[config.mk]
export PLATFORM = sky130hd
export DESIGN_NAME = uart_tx_frame
export DESIGN_NICKNAME = d
export VERILOG_FILES = /design/src/rtl/uart_tx_pkg.sv /design/src/rtl/uart_tx_frame_bit_timer.sv /design/src/rtl/uart_tx_frame.sv
export SDC_FILE = /design/constraint.sdc
export NUM_CORES = 1
export LEC_CHECK = 0
export CAP_MARGIN = 5
export CORE_UTILIZATION = 40
export CTS_CLUSTER_SIZE = 14
export DETAILED_ROUTE_END_ITERATION = 8
export GPL_TIMING_DRIVEN = 0
export PLACE_DENSITY = 0.69
export REMOVE_ABC_BUFFERS = 1
export SYNTH_ARGS = -nofsm -noshare
export SYNTH_HDL_FRONTEND = slang
export SYNTH_SLANG_ARGS = --single-unit
[constraint.sdc]
create_clock -name CLK -period 2.4 [get_ports CLK]
set_input_delay 0.48 -clock CLK [delete_from_list [all_inputs] [get_ports CLK]]
set_output_delay 0.48 -clock CLK [all_outputs]
set_load 0.1 [all_outputs]
[src/rtl/uart_tx_pkg.sv]
// Shared definitions for the UART transmit frame engine: FSM state encoding,
// parity-type constants, the stop-bit counter width and a parity helper.
package uart_tx_pkg;

  // Frame sequencing states
  typedef enum logic [2:0] {
    ST_IDLE   = 3'd0,
    ST_START  = 3'd1,
    ST_DATA   = 3'd2,
    ST_PARITY = 3'd3,
    ST_STOP   = 3'd4
  } uart_tx_state_t;

  // PAR_TYP encoding
  localparam logic PAR_EVEN = 1'b0;
  localparam logic PAR_ODD  = 1'b1;

  // One bit is enough to tell the first stop bit from the second
  localparam int STOP_CNT_W = 1;

  // Widest data word the engine supports
  localparam int MAX_DATA_WIDTH = 9;

  // Parity bit for a word (zero-extended to MAX_DATA_WIDTH; padding does not
  // change the XOR). Even: XOR of the data. Odd: its inverse.
  function automatic logic calc_parity(input logic [MAX_DATA_WIDTH-1:0] d,
                                       input logic                      typ);
    return (^d) ^ (typ == PAR_ODD);
  endfunction

endpackage

[src/rtl/uart_tx_frame_bit_timer.sv]
// Bit-period timer: counts TICK pulses 0..PRESCALE-1 while enabled and raises
// bit_end on the TICK that completes a bit period. A clear (frame acceptance)
// or reset returns the count to zero.
module uart_tx_bit_timer #(
  parameter int PRESCALE = 1
) (
  input  logic CLK,
  input  logic RST,
  input  logic tick,
  input  logic clear,
  input  logic enable,
  output logic bit_end
);

  localparam int            CW   = (PRESCALE > 1) ? $clog2(PRESCALE) : 1;
  localparam logic [CW-1:0] LAST = CW'(PRESCALE - 1);

  logic [CW-1:0] cnt_q;

  // The bit ends on the last TICK of the period; clear has priority
  assign bit_end = enable && tick && !clear && (cnt_q == LAST);

  // Tick counter: wraps at PRESCALE-1, holds on non-TICK cycles
  always_ff @(posedge CLK) begin
    if (!RST) begin
      cnt_q <= '0;
    end else if (clear) begin
      cnt_q <= '0;
    end else if (enable && tick) begin
      if (cnt_q == LAST) cnt_q <= '0;
      else               cnt_q <= cnt_q + CW'(1);
    end
  end

endmodule

[src/rtl/uart_tx_frame.sv]
// UART transmit frame engine: start, DATA_WIDTH data bits LSB first, optional
// parity, then one stop bit (or two when built with UART_TX_STOP2_EN and
// STOP2=1 at acceptance). TX_OUT is a register; all frame options are latched
// when the word is accepted.
//
// Handshake: DATA_VALID is sampled only while BUSY=0 (state IDLE); a request
// seen there is accepted on that edge and BUSY rises the next cycle. Requests
// while BUSY=1 are dropped, not queued.
//
// Build option: UART_TX_STOP2_EN enables the two-stop-bit feature.
module uart_tx_frame
  import uart_tx_pkg::*;
#(
  parameter int DATA_WIDTH = 8,
  parameter int PRESCALE   = 1
) (
  input  logic                  CLK,
  input  logic                  RST,
  input  logic                  TICK,
  input  logic [DATA_WIDTH-1:0] P_DATA,
  input  logic                  DATA_VALID,
  input  logic                  PAR_EN,
  input  logic                  PAR_TYP,
  input  logic                  STOP2,
  output logic                  TX_OUT,
  output logic                  BUSY,
  output logic                  FRAME_DONE,
  output uart_tx_state_t        STATE_DBG
);

  localparam int                IW       = (DATA_WIDTH > 1) ? $clog2(DATA_WIDTH) : 1;
  localparam logic [IW-1:0]     LAST_IDX = IW'(DATA_WIDTH - 1);

  uart_tx_state_t        state_q, state_d;
  logic [IW-1:0]         idx_q, idx_d;
  logic [DATA_WIDTH-1:0] data_q, data_d;
  logic                  par_q, par_d;
  logic                  paren_q, paren_d;
  logic                  tx_q, tx_d;
  logic                  done_q, done_d;
  logic                  accept;
  logic                  bit_end;

`ifdef UART_TX_STOP2_EN
  logic                  stop2_q, stop2_d;
  logic [STOP_CNT_W-1:0] stop_cnt_q, stop_cnt_d;
`else
  logic                  unused_stop2;
  assign unused_stop2 = STOP2;
`endif

  uart_tx_bit_timer #(
    .PRESCALE (PRESCALE)
  ) u_timer (
    .CLK     (CLK),
    .RST     (RST),
    .tick    (TICK),
    .clear   (accept),
    .enable  (state_q != ST_IDLE),
    .bit_end (bit_end)
  );

  assign TX_OUT     = tx_q;
  assign BUSY       = (state_q != ST_IDLE);
  assign FRAME_DONE = done_q;
  assign STATE_DBG  = state_q;

  // Next-state, latched frame options and registered line value
  always_comb begin
    state_d = state_q;
    idx_d   = idx_q;
    data_d  = data_q;
    par_d   = par_q;
    paren_d = paren_q;
    done_d  = 1'b0;
    accept  = 1'b0;
`ifdef UART_TX_STOP2_EN
    stop2_d    = stop2_q;
    stop_cnt_d = stop_cnt_q;
`endif

    case (state_q)
      ST_IDLE: begin
        if (DATA_VALID) begin
          accept  = 1'b1;
          data_d  = P_DATA;
          paren_d = PAR_EN;
          par_d   = calc_parity(MAX_DATA_WIDTH'(P_DATA), PAR_TYP);
          idx_d   = '0;
          state_d = ST_START;
`ifdef UART_TX_STOP2_EN
          stop2_d    = STOP2;
          stop_cnt_d = '0;
`endif
        end
      end
      ST_START: begin
        if (bit_end) begin
          idx_d   = '0;
          state_d = ST_DATA;
        end
      end
      ST_DATA: begin
        if (bit_end) begin
          if (idx_q == LAST_IDX) begin
            state_d = paren_q ? ST_PARITY : ST_STOP;
          end else begin
            idx_d = idx_q + IW'(1);
          end
        end
      end
      ST_PARITY: begin
        if (bit_end) state_d = ST_STOP;
      end
      ST_STOP: begin
        if (bit_end) begin
`ifdef UART_TX_STOP2_EN
          if (stop2_q && (stop_cnt_q == '0)) begin
            stop_cnt_d = STOP_CNT_W'(1);
          end else begin
            state_d = ST_IDLE;
            done_d  = 1'b1;
          end
`else
          state_d = ST_IDLE;
          done_d  = 1'b1;
`endif
        end
      end
      default: begin
        state_d = ST_IDLE;
      end
    endcase

    // Line value for the state being entered, so TX_OUT is a plain flop
    case (state_d)
      ST_START:  tx_d = 1'b0;
      ST_DATA:   tx_d = data_d[idx_d];
      ST_PARITY: tx_d = par_d;
      default:   tx_d = 1'b1;
    endcase
  end

  // State and datapath registers
  always_ff @(posedge CLK) begin
    if (!RST) begin
      state_q <= ST_IDLE;
      idx_q   <= '0;
      data_q  <= '0;
      par_q   <= 1'b0;
      paren_q <= 1'b0;
      tx_q    <= 1'b1;
      done_q  <= 1'b0;
`ifdef UART_TX_STOP2_EN
      stop2_q    <= 1'b0;
      stop_cnt_q <= '0;
`endif
    end else begin
      state_q <= state_d;
      idx_q   <= idx_d;
      data_q  <= data_d;
      par_q   <= par_d;
      paren_q <= paren_d;
      tx_q    <= tx_d;
      done_q  <= done_d;
`ifdef UART_TX_STOP2_EN
      stop2_q    <= stop2_d;
      stop_cnt_q <= stop_cnt_d;
`endif
    end
  end

endmodule

==> impl_results.md, run 1 <==
- Status: finished, final reports clean
- Initial DRT Pass Iterations: 4
- Cell row count: 18
- Post-synth cell types: 45
- WHS: 530 ps
- Drc violations: 0
- Post-Synthesis Cells: 119
- Die H: 54.9 um
- Max_cap viols: 0
- Die width: 54.9 um
- Initial antenna violation count: 0
- Tightest Pin Transition: 963 ps
- Max Clock Freq: 0.435 GHz
- Cell family with most CP delay: buffers and inverters
- Crit path cell chain: dlygate4sd2_1
- Kind of end point of the critical path: primary output
- Top post-synthesis cells by area: dfxtp_1 (32%), mux2i_1 (9.8%), xnor2_1 (4.7%)
- Crit path max fanout: 12
- Synth area leader: dfxtp_1
- Sequential cell area fraction in the yosys report: 0.322
- GR Overflow Total: 0
- Total GRT Usage: 0.177
- CP peak stage delay: 910 ps
- Post-synth ARST share: 0
- Max Buffers Root-to-Sink: 2
- Later-pin clock latency in the skew report: 300 ps
- Combinational Power Share: 0.312
- Buffers added on ports: 19
- Final Util: 0.534
- Number of synthesized flops with an enable pin: 0
- Global-route wire length before repair: 3770 um
- Worst setup SP type: flop
- Mapped Area: 0.00112 mm2
- Hold Vio Cnt, Final: 0
- Main synth FF type: dfxtp_1
- Largest net degree at the start of global routing: 18
- Routed Antenna Nets: 0
- Clk sinks: 18
- CORE AREA: 0.00257 mm2
- Seq pwr share: 0.441
- Die area: 0.00302 mm2
- Root buffer cell: clkbuf_4
- Vias per cell: 5.48
- Int Pwr: 0.516 mW
- Vias post-DR: 932
- Most frequent cells in the layout: dfxtp_1 (18), clkdlybuf4s50_1 (15), mux2i_1 (11), nor2b_1 (8), nor2_1 (8)
- Syn_area_per_cell: 9.41 um2
- Clk network pwr share: 0.246
- Worst-path clk slew: 100 ps
- WL per Instance: 13.5 um
- Tot Pwr: 0.760 mW
- Fraction of layout cells with a size suffix above 1: 0.186
- WP buf/inv: 1
- Commonest non-fill, non-tap cell in the layout: dfxtp_1
- Drt total wl: 2300 um
- Crit-path slowest cell: dlygate4sd2_1
- Sw Share: 0.321
- GP Congestion: 0.810
- Yosys warnings: 0
- Detail Placement HPWL: 1680 um
- Area grow syn2layout: 22.3%
- Fin crit period: 2300 ps
- Hold Crit Class: flop to flop
- DRT iter0 DRCs: 23
- Ant. Diodes: 0
- CP required: 1920 ps
- RSZ-0062 raised after global routing: false
- Clock tree from TritonCTS: done
- #FFs+latches synth: 18
- Critical path class: flop to primary output
- Worst vdd ir: 0.000309 V
- Initial Util: 0.436
- Fin. max-slew vios: 0
- Period utilization: 0.958
- WP data arrival: 1820 ps
- Power per cell area: 555 mW/mm2
- Max-slew headroom: 0.356
- Vias in the first global route: 879
- Clock Skews: 7.37 ps
- Setup violations, final: 0
- # H-tree levels: 1
- Switching Power: 0.244 mW
- LEAKAGE: 0.534 nW
- Nets: 157
- Ports: 21
- TritonCTS Buffers: 3
- Synth top area share: 0.322
==> flip-flops by register name (all words and copies together), names as in the netlist <==
| name | cells |
|---|---|
| data_q | 8 |
| FRAME_DONE | 1 |
| TX_OUT | 1 |
| STATE_DBG | 3 |
| idx_q | 3 |
| par_q | 1 |
| paren_q | 1 |
==> metal layers <==
layer / track usage / vias to the layer above / routed length [um]
li1: - / 468 / -
met1: 0.212 / 429 / 1030
met2: 0.317 / 30 / 1110
met3: 0.0164 / 5 / 110
met4: 0.0750 / 0 / 44
met5: 0 / - / 0
==> cell families after synthesis <==
family          after synthesis  synth area share
fa+ha+maj                     1            0.0112
xor+xnor                      8            0.0626
simple gates                 44             0.269
mux                          11            0.0983
compound gates               25             0.172
buf+inv                      12            0.0648
flops                        18             0.322
==> per-stage QoR <==
step,instance area [um2],worst slack (ps),cells,setup TNS [ps]
3_5_place_dp,1300,-560,162,-1210
2_1_floorplan,1070,-103,113,-170
3_3_place_gp,1300,-520,162,-845
5_1_grt,1370,8.62,170,0
4_1_cts,1380,13.2,170,0
6_report,1370,100,170,0
==> synthesized netlist by cell type (2+ instances only) <==
| master | instances |
|---|---|
| o21a_1 | 3 |
| and2b_2 | 3 |
| dfxtp_1 | 18 |
| a21oi_1 | 2 |
| nor4b_2 | 2 |
| xor2_1 | 2 |
| nand2b_1 | 2 |
| mux2i_1 | 11 |
| inv_1 | 5 |
| buf_6 | 3 |
| nor2b_1 | 8 |
| o211ai_1 | 2 |
| o41ai_1 | 2 |
| o21ai_0 | 3 |
| and2_1 | 3 |
| a31oi_1 | 2 |
| a211oi_1 | 2 |
| nor2_1 | 8 |
| and2_2 | 2 |
| nand2_1 | 6 |
| xnor2_1 | 6 |
==> power by group through the flow <==
stage,Combinational (mW),Sequential [mW],Clock [mW]
after global placement,0.223,0.341,0
after floorplan,0.130,0.373,0
after detailed placement,0.227,0.342,0
after global routing,0.255,0.339,0.212
final,0.237,0.335,0.187
after CTS,0.239,0.335,0.195
==> cell type report <==
cell class                      count  area [um2]
Tap cell                           30        37.5
Sequential cell                    18         360
Multi-Input combinational cell     89         691
Fill cell                         244        1200
Clock buffer                        4        36.3
Inverter                            6        22.5
Timing Repair Buffer               23         223
==> repair_timing <==
| item | 4_1_cts | 5_1_grt |
|---|---|---|
| pin swaps | 0 | 0 |
| hold buffers | 0 | 0 |
| resized for setup | 7 | 4 |
| setup buffers | 4 | 0 |
| endpoints found under the setup margin | 5 | 3 |
==> path summary, 6_finish.rpt <==
kind / cells after the start / start / endpoint / slack, ps
max: 1 / STATE_DBG[2] / STATE_DBG[2] / 100
min: 2 / data_q[6] / data_q[6] / 530
max reg2reg: 6 / STATE_DBG[1] / TX_OUT / 270
min reg2reg: 2 / data_q[6] / data_q[6] / 530
(Power assumes the default switching activity.)
==> inputs of run 2 (changes only) <==
--- a/config.mk
+++ b/config.mk
@@ -6,11 +6,11 @@
 export NUM_CORES = 1
 export LEC_CHECK = 0
 export CAP_MARGIN = 5
+export CORE_MARGIN = 4
 export CORE_UTILIZATION = 40
 export CTS_CLUSTER_SIZE = 14
 export DETAILED_ROUTE_END_ITERATION = 8
 export GPL_TIMING_DRIVEN = 0
-export PLACE_DENSITY = 0.69
 export REMOVE_ABC_BUFFERS = 1
 export SYNTH_ARGS = -nofsm -noshare
 export SYNTH_HDL_FRONTEND = slang
==> run 2 against run 1 <==
Net effect: register-to-register slack is essentially flat; die area rose by 23%; critical path depth stayed put; global-route usage down 2.9 points; clock-buffer cell count stayed put; first-iteration DRC count up 96%; via count fell by 2.8%; cell count down 1.2%; fmax grew 0.12%; sequential power barely moved; critical path type unchanged; largest power group unchanged; highest routed layer unchanged.
==> impl_results.md, run 2 (synthesis results as in run 1) <==
- Max Clock Freq: 0.435 GHz (+0.12%)
- FF-to-FF setup slack: 270 ps (about the same)
- WP buf/inv: 1 (unchanged)
- CORE AREA: 0.00257 mm2 (unchanged)
- Root buffer cell: clkbuf_4
- Detail Placement HPWL: 1760 um (+4.9%)
- Crit-path slowest cell: dlygate4sd2_1
- Fin crit period: 2300 ps (-2.72 ps)
- Drc violations: 0 (unchanged)
- Initial Util: 0.436 (unchanged)
- Worst-path clk slew: 110 ps (about the same)
- Max_cap viols: 0 (unchanged)
- Vias per cell: 5.39 (-1.6%)
- Worst setup SP type: flop
- Fraction of layout cells with a size suffix above 1: 0.196 (+0.00994)
- Critical path class: flop to primary output
- WP data arrival: 1820 ps (about the same)
- Critical R2R Launch: STATE_DBG[0]
- GP Congestion: 0.830 (+2.6%)
- Die width: 60.9 um (+11%)
- End of the critical path: STATE_DBG[2]
- GR Overflow Total: 0 (unchanged)
- Clk sinks: 18 (unchanged)
- Final Util: 0.526 (-0.00731)
- Hold Crit Class: flop to flop
- Biggest register: data_q
- Die area: 0.00371 mm2 (+23%)
- RSZ-0062 raised after global routing: false
- Crit path max fanout: 12 (unchanged)
- LEAKAGE: 0.528 nW (-1.1%)
- Ant. Diodes: 0 (unchanged)
- CP required: 1920 ps (about the same)
- Period utilization: 0.957 (-0.00114)
- Tightest Pin Transition: 968 ps (+4.61 ps)
- Max-slew headroom: 0.353 (-0.00308)
- Fin. max-slew vios: 0 (unchanged)
- Largest net degree at the start of global routing: 18 (unchanged)
- Initial antenna violation count: 0 (unchanged)
- Crit path from: STATE_DBG[2]
- Total GRT Usage: 0.148 (-0.0288)
- Vias post-DR: 906 (-2.8%)
- Fin cells: 168 (-1.2%)
- # H-tree levels: 1 (unchanged)
- Hold Vio Cnt, Final: 0 (unchanged)
- Later-pin clock latency in the skew report: 290 ps (about the same)
- DRT iter0 DRCs: 45 (+96%)
- Drt total wl: 2350 um (+2.2%)
- Status: finished, final reports clean
- Crit path cell chain: dlygate4sd2_1
- WL per Instance: 14.0 um (+3.4%)
- Worst vdd ir: 0.000538 V (+74%)
- Cell row count: 18 (unchanged)
- Commonest non-fill, non-tap cell in the layout: dfxtp_1
- Clock Skews: 2.60 ps (-4.76 ps)
- Worst path depth: 1 (unchanged)
- Global-route wire length before repair: 4040 um (+7.1%)
- R2R cell count: 6 (unchanged)
- Final-layout fill cell count: 276 (+13%)
- Initial DRT Pass Iterations: 4 (unchanged)
- Ports: 21 (unchanged)
- Clock tree from TritonCTS: done
- Setup violations, final: 0 (unchanged)
- Most frequent cells in the layout: dfxtp_1 (17), clkdlybuf4s50_1 (14), mux2i_1 (10), nor2b_1 (8), nor2_1 (8)
- Routed Antenna Nets: 0 (unchanged)
- Die H: 60.9 um (+11%)
- Cts hold-fix bufs: 0 (unchanged)
- Buffers added on ports: 19 (unchanged)
- Max Buffers Root-to-Sink: 2 (unchanged)
- Max reg flops: 8 (unchanged)
- Crit Reg-Reg Endpoint: TX_OUT
- Nets: 155 (-1.3%)
- Cell family with most CP delay: buffers and inverters
- DP Cell Count: 162 (unchanged)
- Area grow syn2layout: 20.7%
- Power per cell area: 558 mW/mm2 (+0.58%)
- TritonCTS Buffers: 3 (unchanged)
- Vias in the first global route: 849 (-3.4%)
- Kind of end point of the critical path: primary output
- CP peak stage delay: 910 ps (about the same)
[run 2: changes by cell type in the layout (fill, tap and decap cells not counted), sizes merged]
| cell | delta |
|---|---|
| dlymetal6s2s | +1 |
| buf | -2 |
| clkdlybuf4s50 | -1 |
[run 2: layout make-up]
type,count,area (um2),share of cell area
timing repair buffer,21,198,0.146
inverter,6,22.5,0.0167
tap,30,37.5,0.0278
clock buffer,4,36.3,0.0269
multi-input combinational,89,696,0.515
sequential,18,362,0.268
[run 2: worst min-delay path by stage]
stage	startpoint	to	cells after the start
2_1_floorplan	data_q[0]	data_q[0]	2
5_1_grt	TICK	FRAME_DONE	3
6_report	data_q[0]	data_q[0]	2
3_3_place_gp	data_q[6]	data_q[6]	2
3_5_place_dp	data_q[0]	data_q[0]	2
4_1_cts	data_q[0]	data_q[0]	2
[run 2: timing repair]
action                                  CTS  global route
gates resized for setup                   8             7
endpoints found under the setup margin    5             3
setup buffers                             2             0
[run 2: metal layers]
| metal | vias to the layer above | GRT usage | part of all wire |
|---|---|---|---|
| li1 | 465 | - | - |
| met1 | 421 | 0.194 | 0.48 |
| met2 | 18 | 0.235 | 0.47 |
| met3 | 2 | 0.0468 | 0.045 |
| met4 | 0 | 0.0372 | 0.0081 |
| met5 | - | 0 | 0 |
[run 2: where the power goes]
part           switching, mW  total, mW  internal [mW]
clock                 0.0979      0.190         0.0925
combinational          0.129      0.228         0.0987
sequential            0.0178      0.336          0.318
total                  0.245      0.754          0.509
[run 2: worst register-to-register path: cells and delay by family (launching register included)]
kind,cells,cell delay [ps]
simple gates,2,590
compound gates,1,210
flops,1,700
mux,3,540
[run 2: per-stage QoR]
| stage | total power [mW] | hold WS [ps] | cell area [um2] | TNS (ps) | worst slack (ps) |
|---|---|---|---|---|---|
| after floorplan | 0.503 | 472 | 1070 | -170 | -103 |
| after global placement | 0.566 | 495 | 1300 | -988 | -546 |
| after detailed placement | 0.569 | 503 | 1300 | -957 | -549 |
| after CTS | 0.762 | 534 | 1350 | 0 | 3.66 |
| after global routing | 0.794 | 552 | 1350 | 0 | 11.7 |
| final | 0.754 | 527 | 1350 | 0 | 103 |
==> inputs of run 3 (changes only) <==
--- a/config.mk
+++ b/config.mk
@@ -6,6 +6,7 @@
 export NUM_CORES = 1
 export LEC_CHECK = 0
 export CAP_MARGIN = 5
+export CORE_ASPECT_RATIO = 1.2
 export CORE_MARGIN = 4
 export CORE_UTILIZATION = 40
 export CTS_CLUSTER_SIZE = 14
==> run 3 against run 2 <==
Net effect: register-to-register slack improved by 30 ps; non-clock buffer count rose by 2; worst hold slack got worse by 1.2 ps; critical path type unchanged; clock skew rose by 3.8 ps; largest cell class unchanged; sequential cell count did not move; sequential share of layout area fell by 0.29 points; critical endpoint unchanged; die area barely moved; combinational power rose by 2%; global-route usage fell by 1.2 points; cell count rose by 2.4%; clock power fell by 23%.
==> impl_results.md, run 3 (synthesis results as in run 1) <==
- Hold depth: 2 (unchanged)
- Seq pwr share: 0.469 (+0.024)
- Drc violations: 0 (unchanged)
- Critical R2R Launch: STATE_DBG[0]
- Crit path max fanout: 12 (unchanged)
- FF-to-FF setup slack: 300 ps (+30 ps)
- Placed cell areas: 0.00130 mm2 (+0.29%)
- Fin. max-slew vios: 0 (unchanged)
- Fin cells: 172 (+2.4%)
- Clk sinks: 18 (unchanged)
- Vias in the first global route: 894 (+5.3%)
- RSZ-0062 raised after global routing: false
- DP Cell Count: 165 (+1.9%)
- Switching Power: 0.236 mW (-3.5%)
- CORE AREA: 0.00260 mm2 (+1.4%)
- Vias per cell: 5.30 (-1.8%)
- Root buffer cell: clkbuf_4
- Hold Startpoint: data_q[7]
- WHS: 526 ps (-1.21 ps)
- Max-slew headroom: 0.358 (+0.00552)
- Period utilization: 0.954 (-0.00286)
- Critical path class: flop to primary output
- Area grow syn2layout: 21.6%
- Cell family with most CP delay: buffers and inverters
- Buffers added on ports: 19 (unchanged)
- Initial DRT Pass Iterations: 4 (unchanged)
- Fin crit period: 2290 ps (-6.87 ps)
- R2R cell count: 6 (unchanged)
- Detail Placement HPWL: 1700 um (-3.7%)
- Sw Share: 0.330 (+0.00568)
- WP data arrival: 1810 ps (about the same)
- Status: finished, final reports clean
- Cts hold-fix bufs: 0 (unchanged)
- Vias post-DR: 911 (+0.55%)
- Max reg flops: 8 (unchanged)
- GP Congestion: 0.733 (-12%)
- TritonCTS Buffers: 3 (unchanged)
- Largest net degree at the start of global routing: 18 (unchanged)
- # H-tree levels: 1 (unchanged)
- Worst Hold End: data_q[7]
- Crit-path slowest cell: dlygate4sd2_1
- Worst setup SP type: flop
- Nets: 157 (+1.3%)
- LEAKAGE: 0.530 nW (+0.35%)
- WP buf/inv: 1 (unchanged)
- Max Buffers Root-to-Sink: 2 (unchanged)
- Die area: 0.00371 mm2 (about the same)
- Fin area: 0.00136 mm2 (+0.74%)
- CP required: 1920 ps (about the same)
- Biggest register: data_q
- Commonest non-fill, non-tap cell in the layout: dfxtp_1
- Clock Skews: 6.41 ps (+3.81 ps)
- Cell row count: 20 (+2)
- Most frequent cells in the layout: dfxtp_1 (18), clkdlybuf4s50_1 (14), mux2i_1 (10), nor2b_1 (8), nor2_1 (8)
- Routed Antenna Nets: 0 (unchanged)
- Setup violations, final: 0 (unchanged)
- Tightest Pin Transition: 960 ps (-8.25 ps)
- Hold Vio Cnt, Final: 0 (unchanged)
- Ant. Diodes: 0 (unchanged)
- Power per cell area: 525 mW/mm2 (-5.9%)
- Ports: 21 (unchanged)
- Int Pwr: 0.479 mW (-6.0%)
- Worst vdd ir: 0.000317 V (-41%)
- Worst-path clk slew: 90 ps (-20 ps)
- CP peak stage delay: 910 ps (about the same)
- Clk network pwr share: 0.204 (-0.049)
- Final-layout fill cell count: 258 (-6.5%)
- Initial Util: 0.430 (-0.00587)
- Hold Crit Class: flop to flop
- Global-route wire length before repair: 3940 um (-2.4%)
- Kind of end point of the critical path: primary output
- Drt total wl: 2290 um (-2.5%)
- Clock tree from TritonCTS: done
- Crit path cell chain: dlygate4sd2_1
- Max_cap viols: 0 (unchanged)
- Fraction of layout cells with a size suffix above 1: 0.194 (-0.00141)
- Die H: 66.0 um (+8.3%)
- Crit Reg-Reg Endpoint: TX_OUT
- Final Util: 0.523 (-0.00324)
- GR Overflow Total: 0 (unchanged)
- Combinational Power Share: 0.327 (+0.025)
- Later-pin clock latency in the skew report: 280 ps (about the same)
- Die width: 56.3 um (-7.6%)
- WL per Instance: 13.3 um (-4.7%)
- Max Clock Freq: 0.437 GHz (+0.30%)
- Total GRT Usage: 0.136 (-0.0119)
- Initial antenna violation count: 0 (unchanged)
- DRT iter0 DRCs: 12 (-73%)
## run 3: repair_timing
action,CTS,global route
endpoints found under the setup margin,5,3
endpoints found under the hold margin,0,0
setup buffers,4,0
pin swaps,0,0
resized for setup,7,7
## run 3: worst max path at each step
stage / startpoint / to / slack, ps / depth (start not counted)
final: STATE_DBG[2] / STATE_DBG[2] / 110 / 1
after global routing: STATE_DBG[2] / STATE_DBG[2] / 6 / 1
after CTS: TICK / TX_OUT / 0.4 / 7
after detailed placement: DATA_VALID / TX_OUT / -560 / 7
after global placement: DATA_VALID / TX_OUT / -580 / 7
after floorplan: STATE_DBG[0] / TX_OUT / -100 / 6
## run 3: power by group through the flow
stage / combinational (mW) / clock (mW) / sequential (mW)
4_1_cts: 0.236 / 0.150 / 0.335
3_5_place_dp: 0.227 / 0 / 0.342
5_1_grt: 0.252 / 0.168 / 0.339
3_3_place_gp: 0.226 / 0 / 0.341
2_1_floorplan: 0.130 / 0 / 0.373
6_report: 0.233 / 0.146 / 0.335
## run 3: final cells by class
| class | count | area (um2) | area share |
|---|---|---|---|
| clock buffers | 3 | 22.5 | 0.0165 |
| flip-flops and latches | 18 | 360 | 0.265 |
| well taps | 33 | 41.3 | 0.0303 |
| multi-input cells | 89 | 702 | 0.516 |
| repair buffers | 23 | 213 | 0.156 |
| inverters | 6 | 22.5 | 0.0165 |
## run 3: through the flow
stage / setup TNS, ps / setup WS [ps] / power [mW]
finish: 0 / 110 / 0.715
global route: 0 / 5.72 / 0.758
CTS: 0 / 0.353 / 0.721
detailed placement: -1080 / -562 / 0.569
global placement: -1220 / -579 / 0.567
floorplan: -170 / -103 / 0.503
## run 3: metal layers
layer	wire (um)	track usage
met1	1040	0.163
met3	91	0.0234
met4	25	0.0445
met5	0	0
met2	1130	0.244
## run 3: worst register-to-register path: stages (launching register included)
cell	delay, ps
dfxtp_1	700
and4bb_2	310
mux2i_2	230
and2_1	280
mux2i_1	210
mux2i_1	100
o211ai_1	190
